### src/rtl/ghist_queue_ctrl_pkg.sv
// ghist_queue_ctrl_pkg: shared sizes, state/id enums and the modulo-DEPTH increment.
package ghist_queue_ctrl_pkg;
  localparam int DEPTH = 40;
  localparam int AW = $clog2(DEPTH);
  localparam int DW = 72;
  typedef enum logic {INIT, RUN} state_e;
  typedef enum logic {RD_REDIRECT, RD_COMMIT} rd_id_e;
  function automatic logic [AW-1:0] wrap_inc(input logic [AW-1:0] i);
    return (i == AW'(DEPTH - 1)) ? '0 : i + 1'b1;
  endfunction
endpackage

### src/rtl/ghist_queue_ctrl_if.sv
// ghist_queue_ctrl_if: queue, read-port and response signals of the ghist controller.
// GHIST_QUEUE_CTRL_PARITY_EN adds rsp_perr.
interface ghist_queue_ctrl_if;
  import ghist_queue_ctrl_pkg::*;
  logic flush, enq_valid, enq_ready, deq, empty, full, init_done;
  logic [DW-1:0] enq_data;
  logic [AW-1:0] enq_idx, head_idx, count;
  logic rd0_valid, rd0_ready, rd1_valid, rd1_ready;
  logic [AW-1:0] rd0_idx, rd1_idx;
  logic rsp_valid, rsp_id, rsp_oor;
  logic [DW-1:0] rsp_data;
`ifdef GHIST_QUEUE_CTRL_PARITY_EN
  logic rsp_perr;
`endif
  modport master (
    output flush, enq_valid, enq_data, deq, rd0_valid, rd0_idx, rd1_valid, rd1_idx,
    input enq_ready, enq_idx, head_idx, count, empty, full, init_done,
    input rd0_ready, rd1_ready, rsp_valid, rsp_id, rsp_oor, rsp_data
`ifdef GHIST_QUEUE_CTRL_PARITY_EN
    , input rsp_perr
`endif
  );
  modport slave (
    input flush, enq_valid, enq_data, deq, rd0_valid, rd0_idx, rd1_valid, rd1_idx,
    output enq_ready, enq_idx, head_idx, count, empty, full, init_done,
    output rd0_ready, rd1_ready, rsp_valid, rsp_id, rsp_oor, rsp_data
`ifdef GHIST_QUEUE_CTRL_PARITY_EN
    , output rsp_perr
`endif
  );
endinterface

### src/rtl/ghist_queue_rd_arb.sv
// ghist_queue_rd_arb: fixed-priority rd0/rd1 arbiter for the single read port plus response stage.
// GHIST_QUEUE_CTRL_PARITY_EN adds the rsp_perr check.
module ghist_queue_rd_arb import ghist_queue_ctrl_pkg::*; (
  input  logic          clock,
  input  logic          reset_n,
  input  logic          run,
  input  logic          rd0_valid,
  input  logic [AW-1:0] rd0_idx,
  input  logic          rd1_valid,
  input  logic [AW-1:0] rd1_idx,
  input  logic          wr_en,
  input  logic [AW-1:0] wr_addr,
  input  logic [DW-1:0] wr_data,
  input  logic [DW-1:0] mem_data,
  output logic          rd0_ready,
  output logic          rd1_ready,
  output logic          r0_en,
  output logic [AW-1:0] r0_addr,
  output logic          rsp_valid,
  output logic          rsp_id,
  output logic          rsp_oor,
`ifdef GHIST_QUEUE_CTRL_PARITY_EN
  output logic          rsp_perr,
`endif
  output logic [DW-1:0] rsp_data
);
  logic acc, oor, byp;
  logic [DW-1:0] byp_data;
  rd_id_e id_q;
  assign rd0_ready = run & rd0_valid;
  assign rd1_ready = run & rd1_valid & ~rd0_valid;
  assign acc = rd0_ready | rd1_ready;
  assign r0_addr = rd0_ready ? rd0_idx : rd1_idx;
  assign oor = r0_addr >= AW'(DEPTH);
  assign r0_en = acc & ~oor;
  // Same-index write this cycle: return the new word whatever the macro's read-during-write mode.
  always_ff @(posedge clock or negedge reset_n)
    if (!reset_n) begin
      rsp_valid <= 1'b0;
      rsp_oor <= 1'b0;
      id_q <= RD_REDIRECT;
      byp <= 1'b0;
      byp_data <= '0;
    end else begin
      rsp_valid <= acc;
      rsp_oor <= acc & oor;
      id_q <= rd1_ready ? RD_COMMIT : RD_REDIRECT;
      byp <= r0_en & wr_en & (wr_addr == r0_addr);
      byp_data <= wr_data;
    end
  assign rsp_id = id_q;
  assign rsp_data = (!rsp_valid || rsp_oor) ? '0 : byp ? byp_data : mem_data;
`ifdef GHIST_QUEUE_CTRL_PARITY_EN
  assign rsp_perr = ^rsp_data;
`endif
endmodule

### src/rtl/ghist_queue_ctrl.sv
// ghist_queue_ctrl: circular queue of ghist snapshots over a 40x72 two-port memory, with zero sweep after reset.
// GHIST_QUEUE_CTRL_PARITY_EN stores even parity of bits [DW-2:0] in bit DW-1 and flags read errors.
module ghist_queue_ctrl import ghist_queue_ctrl_pkg::*; (
  input  logic          clock,
  input  logic          reset_n,
  ghist_queue_ctrl_if.slave bus,
  output logic [AW-1:0] mem_R0_addr,
  output logic          mem_R0_en,
  input  logic [DW-1:0] mem_R0_data,
  output logic [AW-1:0] mem_W0_addr,
  output logic          mem_W0_en,
  output logic [DW-1:0] mem_W0_data
);
  state_e state;
  logic sweeping, run, enq_fire, deq_fire;
  logic [AW-1:0] ptr, head, tail, count;
  logic [DW-1:0] wdata;
  // Sweep enable is a register so the write port stays idle while reset is held.
  always_ff @(posedge clock or negedge reset_n)
    if (!reset_n) begin
      state <= INIT;
      sweeping <= 1'b0;
      ptr <= '0;
    end else if (state == INIT) begin
      sweeping <= !(sweeping && ptr == AW'(DEPTH - 1));
      ptr <= sweeping ? wrap_inc(ptr) : ptr;
      state <= (sweeping && ptr == AW'(DEPTH - 1)) ? RUN : INIT;
    end
  assign run = state == RUN;
  assign bus.init_done = run;
  assign bus.full = count == AW'(DEPTH);
  assign bus.empty = count == '0;
  assign bus.enq_ready = run & ~bus.full & ~bus.flush;
  assign bus.enq_idx = tail;
  assign bus.head_idx = head;
  assign bus.count = count;
  assign enq_fire = bus.enq_valid & bus.enq_ready;
  assign deq_fire = bus.deq & ~bus.empty & ~bus.flush;
  always_ff @(posedge clock or negedge reset_n)
    if (!reset_n) begin
      head <= '0;
      tail <= '0;
      count <= '0;
    end else if (run && bus.flush) begin
      head <= '0;
      tail <= '0;
      count <= '0;
    end else begin
      tail <= enq_fire ? wrap_inc(tail) : tail;
      head <= deq_fire ? wrap_inc(head) : head;
      count <= count + AW'(enq_fire) - AW'(deq_fire);
    end
`ifdef GHIST_QUEUE_CTRL_PARITY_EN
  assign wdata = {^bus.enq_data[DW-2:0], bus.enq_data[DW-2:0]};
`else
  assign wdata = bus.enq_data;
`endif
  assign mem_W0_en = sweeping | enq_fire;
  assign mem_W0_addr = sweeping ? ptr : tail;
  assign mem_W0_data = sweeping ? '0 : wdata;
  ghist_queue_rd_arb u_arb (
    .clock(clock),
    .reset_n(reset_n),
    .run(run),
    .rd0_valid(bus.rd0_valid),
    .rd0_idx(bus.rd0_idx),
    .rd1_valid(bus.rd1_valid),
    .rd1_idx(bus.rd1_idx),
    .wr_en(mem_W0_en),
    .wr_addr(mem_W0_addr),
    .wr_data(mem_W0_data),
    .mem_data(mem_R0_data),
    .rd0_ready(bus.rd0_ready),
    .rd1_ready(bus.rd1_ready),
    .r0_en(mem_R0_en),
    .r0_addr(mem_R0_addr),
    .rsp_valid(bus.rsp_valid),
    .rsp_id(bus.rsp_id),
    .rsp_oor(bus.rsp_oor),
`ifdef GHIST_QUEUE_CTRL_PARITY_EN
    .rsp_perr(bus.rsp_perr),
`endif
    .rsp_data(bus.rsp_data)
  );
endmodule

### src/flat_wrapper.sv
// flat-port wrapper written by rule: the top's interface ports become plain ports
module ghist_queue_ctrl_flat import ghist_queue_ctrl_pkg::*;
  (clock, reset_n, mem_R0_addr, mem_R0_en, mem_R0_data, mem_W0_addr, mem_W0_en, mem_W0_data, bus_flush, bus_enq_valid, bus_enq_data, bus_deq, bus_rd0_valid, bus_rd0_idx, bus_rd1_valid, bus_rd1_idx, bus_enq_ready, bus_enq_idx, bus_head_idx, bus_count, bus_empty, bus_full, bus_init_done, bus_rd0_ready, bus_rd1_ready, bus_rsp_valid, bus_rsp_id, bus_rsp_oor, bus_rsp_data);
  ghist_queue_ctrl_if bus_i ();
  input  logic clock;
  input  logic reset_n;
  output logic [AW-1:0] mem_R0_addr;
  output logic mem_R0_en;
  input  logic [DW-1:0] mem_R0_data;
  output logic [AW-1:0] mem_W0_addr;
  output logic mem_W0_en;
  output logic [DW-1:0] mem_W0_data;
  input wire logic [$bits(bus_i.flush)-1:0] bus_flush;
  input wire logic [$bits(bus_i.enq_valid)-1:0] bus_enq_valid;
  input wire logic [$bits(bus_i.enq_data)-1:0] bus_enq_data;
  input wire logic [$bits(bus_i.deq)-1:0] bus_deq;
  input wire logic [$bits(bus_i.rd0_valid)-1:0] bus_rd0_valid;
  input wire logic [$bits(bus_i.rd0_idx)-1:0] bus_rd0_idx;
  input wire logic [$bits(bus_i.rd1_valid)-1:0] bus_rd1_valid;
  input wire logic [$bits(bus_i.rd1_idx)-1:0] bus_rd1_idx;
  output wire logic [$bits(bus_i.enq_ready)-1:0] bus_enq_ready;
  output wire logic [$bits(bus_i.enq_idx)-1:0] bus_enq_idx;
  output wire logic [$bits(bus_i.head_idx)-1:0] bus_head_idx;
  output wire logic [$bits(bus_i.count)-1:0] bus_count;
  output wire logic [$bits(bus_i.empty)-1:0] bus_empty;
  output wire logic [$bits(bus_i.full)-1:0] bus_full;
  output wire logic [$bits(bus_i.init_done)-1:0] bus_init_done;
  output wire logic [$bits(bus_i.rd0_ready)-1:0] bus_rd0_ready;
  output wire logic [$bits(bus_i.rd1_ready)-1:0] bus_rd1_ready;
  output wire logic [$bits(bus_i.rsp_valid)-1:0] bus_rsp_valid;
  output wire logic [$bits(bus_i.rsp_id)-1:0] bus_rsp_id;
  output wire logic [$bits(bus_i.rsp_oor)-1:0] bus_rsp_oor;
  output wire logic [$bits(bus_i.rsp_data)-1:0] bus_rsp_data;
  assign bus_i.flush = bus_flush;
  assign bus_i.enq_valid = bus_enq_valid;
  assign bus_i.enq_data = bus_enq_data;
  assign bus_i.deq = bus_deq;
  assign bus_i.rd0_valid = bus_rd0_valid;
  assign bus_i.rd0_idx = bus_rd0_idx;
  assign bus_i.rd1_valid = bus_rd1_valid;
  assign bus_i.rd1_idx = bus_rd1_idx;
  assign bus_enq_ready = bus_i.enq_ready;
  assign bus_enq_idx = bus_i.enq_idx;
  assign bus_head_idx = bus_i.head_idx;
  assign bus_count = bus_i.count;
  assign bus_empty = bus_i.empty;
  assign bus_full = bus_i.full;
  assign bus_init_done = bus_i.init_done;
  assign bus_rd0_ready = bus_i.rd0_ready;
  assign bus_rd1_ready = bus_i.rd1_ready;
  assign bus_rsp_valid = bus_i.rsp_valid;
  assign bus_rsp_id = bus_i.rsp_id;
  assign bus_rsp_oor = bus_i.rsp_oor;
  assign bus_rsp_data = bus_i.rsp_data;
  ghist_queue_ctrl u_core (.clock(clock), .reset_n(reset_n), .bus(bus_i), .mem_R0_addr(mem_R0_addr), .mem_R0_en(mem_R0_en), .mem_R0_data(mem_R0_data), .mem_W0_addr(mem_W0_addr), .mem_W0_en(mem_W0_en), .mem_W0_data(mem_W0_data));
endmodule
### config.mk
export PLATFORM = sky130hd
export DESIGN_NAME = ghist_queue_ctrl_flat
export DESIGN_NICKNAME = d
export VERILOG_FILES = /design/src/rtl/ghist_queue_ctrl_pkg.sv /design/src/rtl/ghist_queue_ctrl_if.sv /design/src/rtl/ghist_queue_rd_arb.sv /design/src/rtl/ghist_queue_ctrl.sv /design/src/flat_wrapper.sv
export SDC_FILE = /design/constraint.sdc
export NUM_CORES = 1
export LEC_CHECK = 0
export ABC_AREA = 1
export BUFFER_PORTS_ARGS = -buffer_cell sky130_fd_sc_hd__buf_4
export CAP_MARGIN = 10
export CORE_AREA = 2 2 136 138
export CTS_CLUSTER_SIZE = 25
export DETAILED_ROUTE_END_ITERATION = 10
export DIE_AREA = 0 0 138 140
export PLACE_DENSITY = 0.71
export SLEW_MARGIN = 20
export SYNTH_ARGS = -nofsm -noshare
export SYNTH_HDL_FRONTEND = slang
export SYNTH_SLANG_ARGS = --single-unit
### constraint.sdc
create_clock -name clock -period 2.5 [get_ports clock]
set_input_delay 0.375 -clock clock [delete_from_list [all_inputs] [get_ports clock]]
set_output_delay 0.375 -clock clock [all_outputs]
set_load 0.01 [all_outputs]
==> metrics.txt <==
slowest CP cell dfrtp_1; Mapped Nets 912; antenna-violating nets left 0; met3 WL post-DR 1.57 mm; family with the most delay on the worst path adder cells; Synth cell types 31; Pre-antenna DRT Iters 4; Tightest Pin Transition 0.453 ns; drt initial violations 237; CP startpoint u_core.bus.count[5]; initial antenna violation count 1; Routed WL 20.2 mm; largest net degree at the start of global routing 73; crit-path most repeated cell nand2_1; fin crit share 94.6%; global route total overflow 0; Mapped Area 5400 µm²; I/O pin cnt 348; met1 WL 7.83 mm; crit start category register; via count 5,883; Die W 138 µm; CTS clk-pin slew, worst paths 0.07 ns; mean routed wirelength per cell 15.4 µm; Multi-input gate area 2240 µm²; Clock Skews 0.00753 ns; RSZ-0062 raised after global routing no; H-tree levels 3; Critical Path RT 2.73 ns; all-layer global routing usage 20.2%; Sw Share 32.1%; Routability Congestion 0.895; commonest non-fill, non-tap cells in the layout buf_4, nand2_1, inv_1, dfrtp_1, nor2_1; Leak 0.00476 µW; Finish-stage setup viols 0; Via density 4.50; Initial Utilization 30.4%; Placed Area 8280 µm²; commonest non-fill, non-tap cell in the layout buf_4; setup slack, reg-to-reg 0.13 ns; Pins Over Slew Limit 0; clock tree sinks 102; CTS Buffer Depth 2; clk_lat worst skew 0.34 ns; sequential share of power 38.9%; Slew headroom 69.8%; top sig layer met4; Die Area 19,300 µm²; reg2reg start u_core.bus.count[5]; IO Port Bufs 347; Comb pwr share 33.1%; hold_sp bus_enq_data[12]; global-route wire length before repair 30.8 mm; CTS Root Cell clkbuf_16; crit-path cells inv_1 > ha_1 > nand2_1 > o21ai_2 > inv_2 > ha_1 > inv_1 > ha_2 > fa_2 > nand2_1 > nand2_1 > a21oi_2 > xor2_1 > nor2_1; CP max FO 3; Crit. End Element register; Syn-to-layout area delta 59.0%; critical path class reg2reg; number of synthesized register bits 102; crit path buf inv count 3; sequential-to-total area share from yosys stat 47.3%; Residual DRC 0; filler instances 1,780; Syn Area/Cell 7.35 µm²; max cap viols 0; Synth Instances 735; switching pwr 1520 µW; Peak VDD IR 0.497 mV; Pint 3210 µW; Detail Placement HPWL 15.7 mm; fin area 8580 µm²; Num CTS Buffers 9; Yosys Warn Count 0; DIE HEIGHT 140 µm; Arr. time, crit path 2.60 ns; vias in the first global route 5,796; Hold Vio Cnt, Final 0; Worst path max stage delay 0.41 ns; TNS Setup 0 ns; # rows 49; FF/Latch Area 2550 µm²; fin nets 1,251; CTS tree yes; fmax 423 MHz; share of cells above drive strength 1 37.1%; minimum clock period after layout 2.37 ns; wire length on met2 10.4 mm; floorplan core area 17,800 µm²; Hold WC Path Type in2reg; run status completed; clock power share 28.0%; Power Density 550 nW/µm²
[sequential cells by signal (all words and copies together), names as in the netlist]
| signal | flops |
|---|---|
| u_core.bus.count | 6 |
| u_core.bus.enq_idx | 6 |
| u_core.bus.head_idx | 6 |
| u_core.bus.init_done | 1 |
| u_core.ptr | 6 |
| u_core.sweeping | 1 |
| u_core.u_arb.byp | 1 |
| u_core.u_arb.byp_data | 72 |
| u_core.u_arb.rsp_id | 1 |
| u_core.u_arb.rsp_oor | 1 |
| u_core.u_arb.rsp_valid | 1 |
[logic make-up after synthesis]
logic type | share of synthesized area, %
compound gates | 10.9
fa+ha+maj | 3.38
buf+inv | 11.4
xor+xnor | 1.46
flops | 47.3
simple gates | 25.6
[final cells by class]
cell class	instances	share of cell area, %
Timing Repair Buffer	362	32.3
Clock buffer	10	2.78
Tap cell	229	3.34
Inverter	121	5.29
Clock inverter	5	0.423
Sequential cell	102	29.8
Multi-Input combinational cell	478	26.1
Antenna cell	1	0.0292
[synthesized netlist by cell type (all sizes together)]
master / instances / share of area [%]
clkbuf: 18 / 1.3
a21oi: 85 / 7.9
o21ai: 25 / 2.4
xor2: 7 / 1.1
dfrtp: 102 / 47
ha: 13 / 3.0
a31oi: 1 / 0.12
nand3: 23 / 2.5
nand4: 4 / 0.46
and3: 1 / 0.12
o21a: 3 / 0.42
or2: 1 / 0.12
inv: 121 / 8.4
fa: 1 / 0.37
nor2: 96 / 7.0
nand2: 212 / 15
xnor2: 2 / 0.32
nor3: 4 / 0.37
buf: 16 / 1.8
[layer usage]
layer | track usage, % | vias up
met5 | 0 | -
met4 | 5.53 | 0
met2 | 36.4 | 219
met3 | 5.95 | 27
li1 | - | 2919
met1 | 23.4 | 2718
[what timing repair did]
action                                  in CTS  in global routing
hold endpoints to repair                    17                  0
buffers inserted                             0                  1
endpoints found under the setup margin       1                  1
cloned                                       0                  0
hold buffers                                 1                  0
resized for setup                            1                  4
[worst paths after layout]
path / endpoint / cells after the start
min in group asynchronous: u_core.bus.enq_idx[5] / 2
max reg2reg: u_core.bus.count[4] / 14
min: u_core.u_arb.byp_data[12] / 3
max: u_core.bus.count[4] / 14
max in group asynchronous: u_core.u_arb.byp_data[65] / 3
min reg2reg: u_core.bus.init_done / 2
[worst min-delay path: stages]
cell    delay [ns]
buf_4         0.11
inv_1         0.04
nor2_1        0.04
[power groups by stage]
| stage | combinational, µW | sequential (µW) | clock [µW] |
|---|---|---|---|
| floorplan | 697 | 1890 | 0 |
| global placement | 1500 | 1860 | 0 |
| finish | 1560 | 1840 | 1320 |
| CTS | 1550 | 1840 | 1360 |
| global route | 1710 | 1850 | 1440 |
| detailed placement | 1530 | 1870 | 0 |
[metrics by stage]
step                total power, µW  utilization, %  instances  setup slack (ns)  hold slack, ns
floorplan                      2580               -        735            0.0280          0.0794
global placement               3360            46.6       1290            0.0662           0.274
detailed placement             3400            46.6       1290           -0.0284           0.281
CTS                            4750            48.2       1306           0.00724           0.233
global route                   5010            48.3       1307            0.0393           0.239
finish                         4730            48.3       1308             0.135           0.250
(Power assumes the default switching activity.)
